**src/rtl/ifetch_queue_if.sv**
```systemverilog
// Fetch-to-memory and fetch-to-decode signal bundle for ifetch_queue.
// The master modport is the fetch queue; the slave modport is the memory/decode side.
interface ifetch_queue_if #(
  parameter int DEPTH = 4,
  parameter int AW    = 6
);
  logic [AW-1:0]            imem_addr;
  logic [31:0]              imem_rd;
  logic                     redirect;
  logic [31:0]              redirect_pc;
  logic                     instr_valid;
  logic                     instr_ready;
  logic [31:0]              instr;
  logic [31:0]              instr_pc;
  logic [$clog2(DEPTH):0]   count;

  modport master (
    output imem_addr, instr_valid, instr, instr_pc, count,
    input  imem_rd, redirect, redirect_pc, instr_ready
  );

  modport slave (
    input  imem_addr, instr_valid, instr, instr_pc, count,
    output imem_rd, redirect, redirect_pc, instr_ready
  );
endinterface

```
**src/rtl/ifetch_queue.sv**
```systemverilog
// Instruction fetch stage: owns the fetch PC, samples zero-latency memory data
// into a small prefetch FIFO and hands instructions to decode; redirect flushes.
module ifetch_queue #(
  parameter int          DEPTH    = 4,
  parameter int          AW       = 6,
  parameter logic [31:0] RESET_PC = 32'h0
) (
  input  logic          clk,
  input  logic          reset,
  ifetch_queue_if.master bus
);
  localparam int PW = (DEPTH > 1) ? $clog2(DEPTH) : 1;
  localparam int CW = $clog2(DEPTH) + 1;

  logic [31:0]   fetch_pc_q, fetch_pc_d;
  logic [PW-1:0] head_q, head_d;
  logic [PW-1:0] tail_q, tail_d;
  logic [CW-1:0] count_q, count_d;
  logic [31:0]   instr_mem_q [DEPTH];
  logic [31:0]   pc_mem_q    [DEPTH];

  logic          nonempty_s;
  logic          pop_s;
  logic          push_s;
  logic [1:0]    unused_pc_lsb_s;

  assign nonempty_s      = (count_q != {CW{1'b0}});
  assign pop_s           = nonempty_s & bus.instr_ready;
  // A full FIFO can still accept a word when the head leaves in the same cycle.
  assign push_s          = ~bus.redirect & ((count_q < CW'(DEPTH)) | pop_s);
  assign unused_pc_lsb_s = bus.redirect_pc[1:0];

  always_comb begin
    fetch_pc_d = fetch_pc_q;
    head_d     = head_q;
    tail_d     = tail_q;
    count_d    = count_q;
    if (bus.redirect) begin
      fetch_pc_d = {bus.redirect_pc[31:2], 2'b00};
      head_d     = {PW{1'b0}};
      tail_d     = {PW{1'b0}};
      count_d    = {CW{1'b0}};
    end else begin
      if (push_s) begin
        tail_d     = tail_q + PW'(1);
        fetch_pc_d = fetch_pc_q + 32'd4;
      end else begin
        tail_d     = tail_q;
        fetch_pc_d = fetch_pc_q;
      end
      if (pop_s) begin
        head_d = head_q + PW'(1);
      end else begin
        head_d = head_q;
      end
      count_d = count_q + CW'(push_s) - CW'(pop_s);
    end
  end

  always_ff @(posedge clk) begin
    if (reset) begin
      fetch_pc_q <= RESET_PC;
      head_q     <= {PW{1'b0}};
      tail_q     <= {PW{1'b0}};
      count_q    <= {CW{1'b0}};
    end else begin
      fetch_pc_q <= fetch_pc_d;
      head_q     <= head_d;
      tail_q     <= tail_d;
      count_q    <= count_d;
    end
  end

  // Storage carries no reset; count gates every read of it.
  always_ff @(posedge clk) begin
    if (push_s && !reset) begin
      instr_mem_q[tail_q] <= bus.imem_rd;
      pc_mem_q[tail_q]    <= fetch_pc_q;
    end
  end

  assign bus.imem_addr   = fetch_pc_q[AW+1:2];
  assign bus.instr_valid = nonempty_s;
  assign bus.instr       = nonempty_s ? instr_mem_q[head_q] : 32'h0;
  assign bus.instr_pc    = nonempty_s ? pc_mem_q[head_q]    : 32'h0;
  assign bus.count       = count_q;
endmodule
```
**src/flat_wrapper.sv**
```systemverilog
// flat-port wrapper written by rule: the top's interface ports become plain ports
module ifetch_queue_flat 
#(
  parameter int          DEPTH    = 4,
  parameter int          AW       = 6,
  parameter logic [31:0] RESET_PC = 32'h0
)
  (clk, reset, bus_imem_addr, bus_instr_valid, bus_instr, bus_instr_pc, bus_count, bus_imem_rd, bus_redirect, bus_redirect_pc, bus_instr_ready);
  ifetch_queue_if #(.DEPTH(DEPTH), .AW(AW)) bus_i ();
  input  logic clk;
  input  logic reset;
  output wire logic [$bits(bus_i.imem_addr)-1:0] bus_imem_addr;
  output wire logic [$bits(bus_i.instr_valid)-1:0] bus_instr_valid;
  output wire logic [$bits(bus_i.instr)-1:0] bus_instr;
  output wire logic [$bits(bus_i.instr_pc)-1:0] bus_instr_pc;
  output wire logic [$bits(bus_i.count)-1:0] bus_count;
  input wire logic [$bits(bus_i.imem_rd)-1:0] bus_imem_rd;
  input wire logic [$bits(bus_i.redirect)-1:0] bus_redirect;
  input wire logic [$bits(bus_i.redirect_pc)-1:0] bus_redirect_pc;
  input wire logic [$bits(bus_i.instr_ready)-1:0] bus_instr_ready;
  assign bus_imem_addr = bus_i.imem_addr;
  assign bus_instr_valid = bus_i.instr_valid;
  assign bus_instr = bus_i.instr;
  assign bus_instr_pc = bus_i.instr_pc;
  assign bus_count = bus_i.count;
  assign bus_i.imem_rd = bus_imem_rd;
  assign bus_i.redirect = bus_redirect;
  assign bus_i.redirect_pc = bus_redirect_pc;
  assign bus_i.instr_ready = bus_instr_ready;
  ifetch_queue #(.DEPTH(DEPTH), .AW(AW), .RESET_PC(RESET_PC)) u_core (.clk(clk), .reset(reset), .bus(bus_i));
endmodule
```
**config.mk**
```make
export PLATFORM = sky130hd
export DESIGN_NAME = ifetch_queue_flat
export DESIGN_NICKNAME = d
export VERILOG_FILES = /design/src/rtl/ifetch_queue_if.sv /design/src/rtl/ifetch_queue.sv /design/src/flat_wrapper.sv
export SDC_FILE = /design/constraint.sdc
export NUM_CORES = 1
export LEC_CHECK = 0
export CORE_MARGIN = 10
export CORE_UTILIZATION = 40
export CTS_CLUSTER_DIAMETER = 80
export DETAILED_ROUTE_END_ITERATION = 10
export DONT_BUFFER_PORTS = 1
export GPL_TIMING_DRIVEN = 1
export PLACE_DENSITY_LB_ADDON = 0.2
export SETUP_SLACK_MARGIN = 0.05
export SKIP_CTS_REPAIR_TIMING = 1
export SLEW_MARGIN = 40
export SYNTH_ARGS = -nofsm -noshare
export SYNTH_HDL_FRONTEND = slang
export SYNTH_SLANG_ARGS = --single-unit
```
**constraint.sdc**
```tcl
create_clock -name clk -period 3.05 [get_ports clk]
set_input_delay 0.4575 -clock clk [delete_from_list [all_inputs] [get_ports clk]]
set_output_delay 0.4575 -clock clk [all_outputs]
set_load 0.005 [all_outputs]
```
After elaboration in Yosys (flattened, before gate mapping)
Memory sizes are Yosys's and may differ from the RTL's. A register that Yosys moved wholly into a read port is not among the register bits.
Index checks and enable logic that the tools add are counted.
{ "word_totals": {"register_bits": 39, "mem_bits_rw": 256, "output_inout_bits": 74, "wordCells": 32, "mem_count": 2} }
{ "op_classes": {"n_addsub": 5, "n_lt_le_gt_ge": 1, "muxes": 10, "bitwise": 4, "reduce_logical": 5} }
{ "memory_table": {"columns": ["memory", "depth", "width", "rd", "rd_clocked_by_memory_dff", "wr", "line_no", "rtl"], "rows": [
  ["u_core.instr_mem_q", 4, 32, 1, 1, 1, "ifetch_queue.sv:19", "logic [31:0] instr_mem_q [DEPTH];"],
  ["u_core.pc_mem_q", 4, 32, 1, 1, 1, "ifetch_queue.sv:20", "logic [31:0] pc_mem_q [DEPTH];"]
]} }
{ "op_table": {"columns": ["operator", "count"], "rows": [
  ["$mux 32", 4],
  ["$add 32x3->32 const B", 1],
  ["$mux 2", 4],
  ["$add 2x1->2 const B", 2],
  ["$add 3x1->3", 1],
  ["$lt 3x3->1 const B", 1],
  ["$reduce_bool 3->1", 1],
  ["$sub 3x1->3", 1],
  ["$and 1x1->1", 2],
  ["$mux 1", 2],
  ["$reduce_bool 2->1", 1],
  ["$reduce_or 2->1", 1],
  ["$logic_and 1x1->1", 1],
  ["$logic_not 1->1", 1],
  ["$not 1->1", 1],
  ["$or 1x1->1", 1]
]} }

Logic depth before layout (Yosys ltp)
{ "depth": {"ltp_word": 7, "mapped_depth": 10} }

Worst setup path after synthesis
No wires, ideal clock.
{ "synth_path": {"path_type": "input -> register", "from": "in reset", "to": "mem u_core.instr_mem_q[0][0], enable pin", "setup_ns": 0.427, "arrival_ns": 2.414, "required_time_ns": 2.623, "path_slack_ns": 0.209, "stages": 3, "path_buffers": 1, "path_cell_list": "clkbuf_1 > nor2_1 > and3_1"} }
{ "synth_between": {"elab_chain_len": 4} }
{ "synth_rtl": {"columns": ["element", "line_no", "rtl"], "rows": [
  ["start: declaration", "flat_wrapper.sv:11", "input logic reset;"],
  ["$logic_not 1->1", "ifetch_queue.sv:76", "if (push_s && !reset) begin"],
  ["$logic_and 1x1->1", "ifetch_queue.sv:76", null],
  ["$mux 1", "ifetch_queue.sv:76", null],
  ["$mux 1 (implied by the code)", "ifetch_queue.sv:77", "instr_mem_q[tail_q] <= bus.imem_rd;"],
  ["end: declaration", "ifetch_queue.sv:19", null]
]} }
Every way passes these cells.

==> results.md <==
* Ports at 142
* Seq/Total Area, Yosys at 71.19%
* Clock Sinks at 287
* Synth top cells by count: edfxtp_1 (248), and2_1 (65), mux4_2 (62)
* Synthesized area at 11560 um^2
* Worst Setup End Kind: primary output
* Input/output buffers at 0
* Top cell type's share of synthesized area at 64.44%
* DRC Markers at 0
* Proportion of layout cells with a drive suffix above 1 at 19.83%
* First-pass DRT Iterations at 5
* FMAX at 0.3655 GHz
* WP data arrival at 2.28 ns
* Per-cell routed wire length at 22.81 um
* Vias/cell at 5.259
* HP Class: input port to flop
* Number of max-cap violations at 0
* Rows at 62
* Avg Inst Size Synth at roughly 18 um^2
* Syn Inst Count at roughly 650
* Cell with the most instances after synthesis: edfxtp_1
* Inserted Clock Buffers at 31
* Routed WL at around 25 mm
* Finish-stage setup viols at 0
* Syn-to-layout area delta at 14.96%
* Final Hold Viols at 0
* Nets at 769
* Worst-path fanout max at 23
* First-pass GRT wire length at 38.63 mm
* CP top delay family: flip-flops
* VDD IR max at between 400 and 500 uV
* CTS Buffer Depth at 3
* Pin count of the biggest net entering global routing at 64
* CP max-delay cell: dfxtp_4
* Vias in the first global route at 6281
* Top FF cell, synth: edfxtp_1
* Netlist cell types at 42
* RSZ-0062 raised after global routing: no
* Critical Path End: bus_instr_pc[8]
* Clk slew on worst S/H paths at 0.06 ns
* Min Tclk post-route at between 2 and 3 ns
* Fraction of registers with async set/reset at 0%
* Initial antenna violation count at 6
* Routed vias at 5801
* Crit Path Class: flop to primary output
* Area contributors post-synth: edfxtp_1 (64%), mux4_2 (12%), dfxtp_1 (6.8%)
* Placer Congestion at between 0.7 and 0.8
* Power per Cell Area at 636.2 nW/um^2
* Critical Path RT at 2.59 ns
* R2R depth at 9
* Crit-path cells: buf_12, mux4_2, and2_1
* Gr ovfl total at 0
* Layout Skew at around 0.01 ns
* Status: completed
* Worst path depth at 3
* Initial core utilization at 40.38%
* Die X-Extent at 190.0 um
* Clk_lat worst skew at about 0.55 ns
* DR iter-0 viols at 250
* Power, Total at 0.008453 W
* Leak at about 4.2 nW
* Die Height at ~190 um
* Buf/Inv on CP at 1
* Setup crit start kind: flop
* Total GRT Usage at 13.80%
* Post-layout util at a little under half
* Synth area leader: edfxtp_1
* Slew @ Worst Pin at 0.8369 ns
* Worst r2r dst: u_core.bus.count[2]
* Die area at 36090 um^2
* Number of flops mapped to enable cells by yosys at 248
* Count of final max-slew check failures at 0
* Routed Antenna Nets at 0
* Yosys reg bits at 287
* CTS root buf: clkbuf_16
* Core ar. at 28630 um^2
* Reg-to-reg startpoint: u_core.bus.count[2]
* Reg-to-reg slack, setup at 0.60 ns
* Post-detail-place hpwl at ~16 mm
* H-tree depth at 1
* Post-route setup TNS at 0 ns
* Slowest cell delay on critical path at 0.65 ns
* Yosys warns at 0
* CTS tree: yes
* Fin crit share at 89.71%
* Max transition margin at 44.02%
[cell usage in the layout (no fill, tap or decap), drive strengths merged, types with 13 or more instances in the layout]
cell type and n:
dfxtp 39, mux4 62, xnor2 26, clkinv 15
nand2 25, dlygate4sd3 33, and2 65, buf 15
edfxtp 248, inv 13, nor2 24, clkbuf 38
a21oi 15
[registers in the layout, summed over array words and instances (netlist names), named ones only]
register            cells
u_core.bus.count        3
u_core.fetch_pc_q      30
u_core.head_q           2
u_core.instr_mem_q    128
u_core.pc_mem_q       120
u_core.tail_q           2
[area by class of cell]
class | count | area [um^2]
Multi-Input combinational cell | 313 | 3094
Sequential cell | 287 | 8235
Timing Repair Buffer | 48 | 530.5
Clock inverter | 18 | 91.34
Antenna cell | 3 | 7.507
Inverter | 12 | 45.04
Tap cell | 384 | 480.5
Fill cell | 2451 | 15340
Clock buffer | 38 | 802.0
[cells by family (layout without fill, tap and decap cells)]
family                   after synthesis  in the layout  share of synthesized area, %
other                                  1              5                       0.03245
XOR/XNOR                              31             31                         2.349
buffers and inverters                 55            116                         2.252
AO/OA/AOI/OAI                         41             41                         2.252
multiplexers                          65             65                         12.34
flip-flops                           287            287                         71.19
adder cells (fa/ha/maj)                8              8                        0.9310
AND/OR/NAND/NOR                      166            166                         8.650
[power breakdown]
| group | internal (W) | switching [W] |
|---|---|---|
| clock network | 0.00186 | 0.00147 |
| registers | 0.00439 | 0.0000996 |
| logic | 0.000281 | 0.000364 |
[worst register-to-register path, delay by kind of cell (launching register included)]
kind / cells / cell delay (ns)
flops: 1 / 0.37
xor+xnor: 2 / 0.34
fa+ha+maj: 3 / 0.84
simple gates: 3 / 0.75
buf+inv: 1 / 0.04
[metal layers]
metal  GRT usage (%)  up-vias  wire, um
li1                -     2600         -
met1           17.25     2978     10820
met2           22.18      169     11870
met3           5.218       48      1976
met4           3.480        6       448
met5               0        -        41
[worst min-delay path by stage]
stage	startpoint	endpoint	slack (ns)	cells after the start
2_1_floorplan	u_core.fetch_pc_q[31]	u_core.pc_mem_q[0][31]	0.48	0
3_3_place_gp	u_core.head_q[1]	flop	0.51	2
3_5_place_dp	u_core.head_q[1]	flop	0.52	2
4_1_cts	reset	u_core.fetch_pc_q[31]	-0.06	1
5_1_grt	reset	u_core.fetch_pc_q[20]	0.001	1
6_report	reset	u_core.fetch_pc_q[28]	0.02	1
[through the flow]
step                hold slack [ns]  instance area, um^2  worst slack [ns]  cells
CTS                        -0.05977                12950            0.2232   1067
global route               0.001105                13280            0.1567   1101
global placement             0.5128                12060            0.6207   1011
finish                      0.02480                13290            0.3139   1103
detailed placement           0.5240                12060            0.5942   1011
floorplan                    0.4809                11560            0.2093    655
Power figures use the tool's default switching activity.
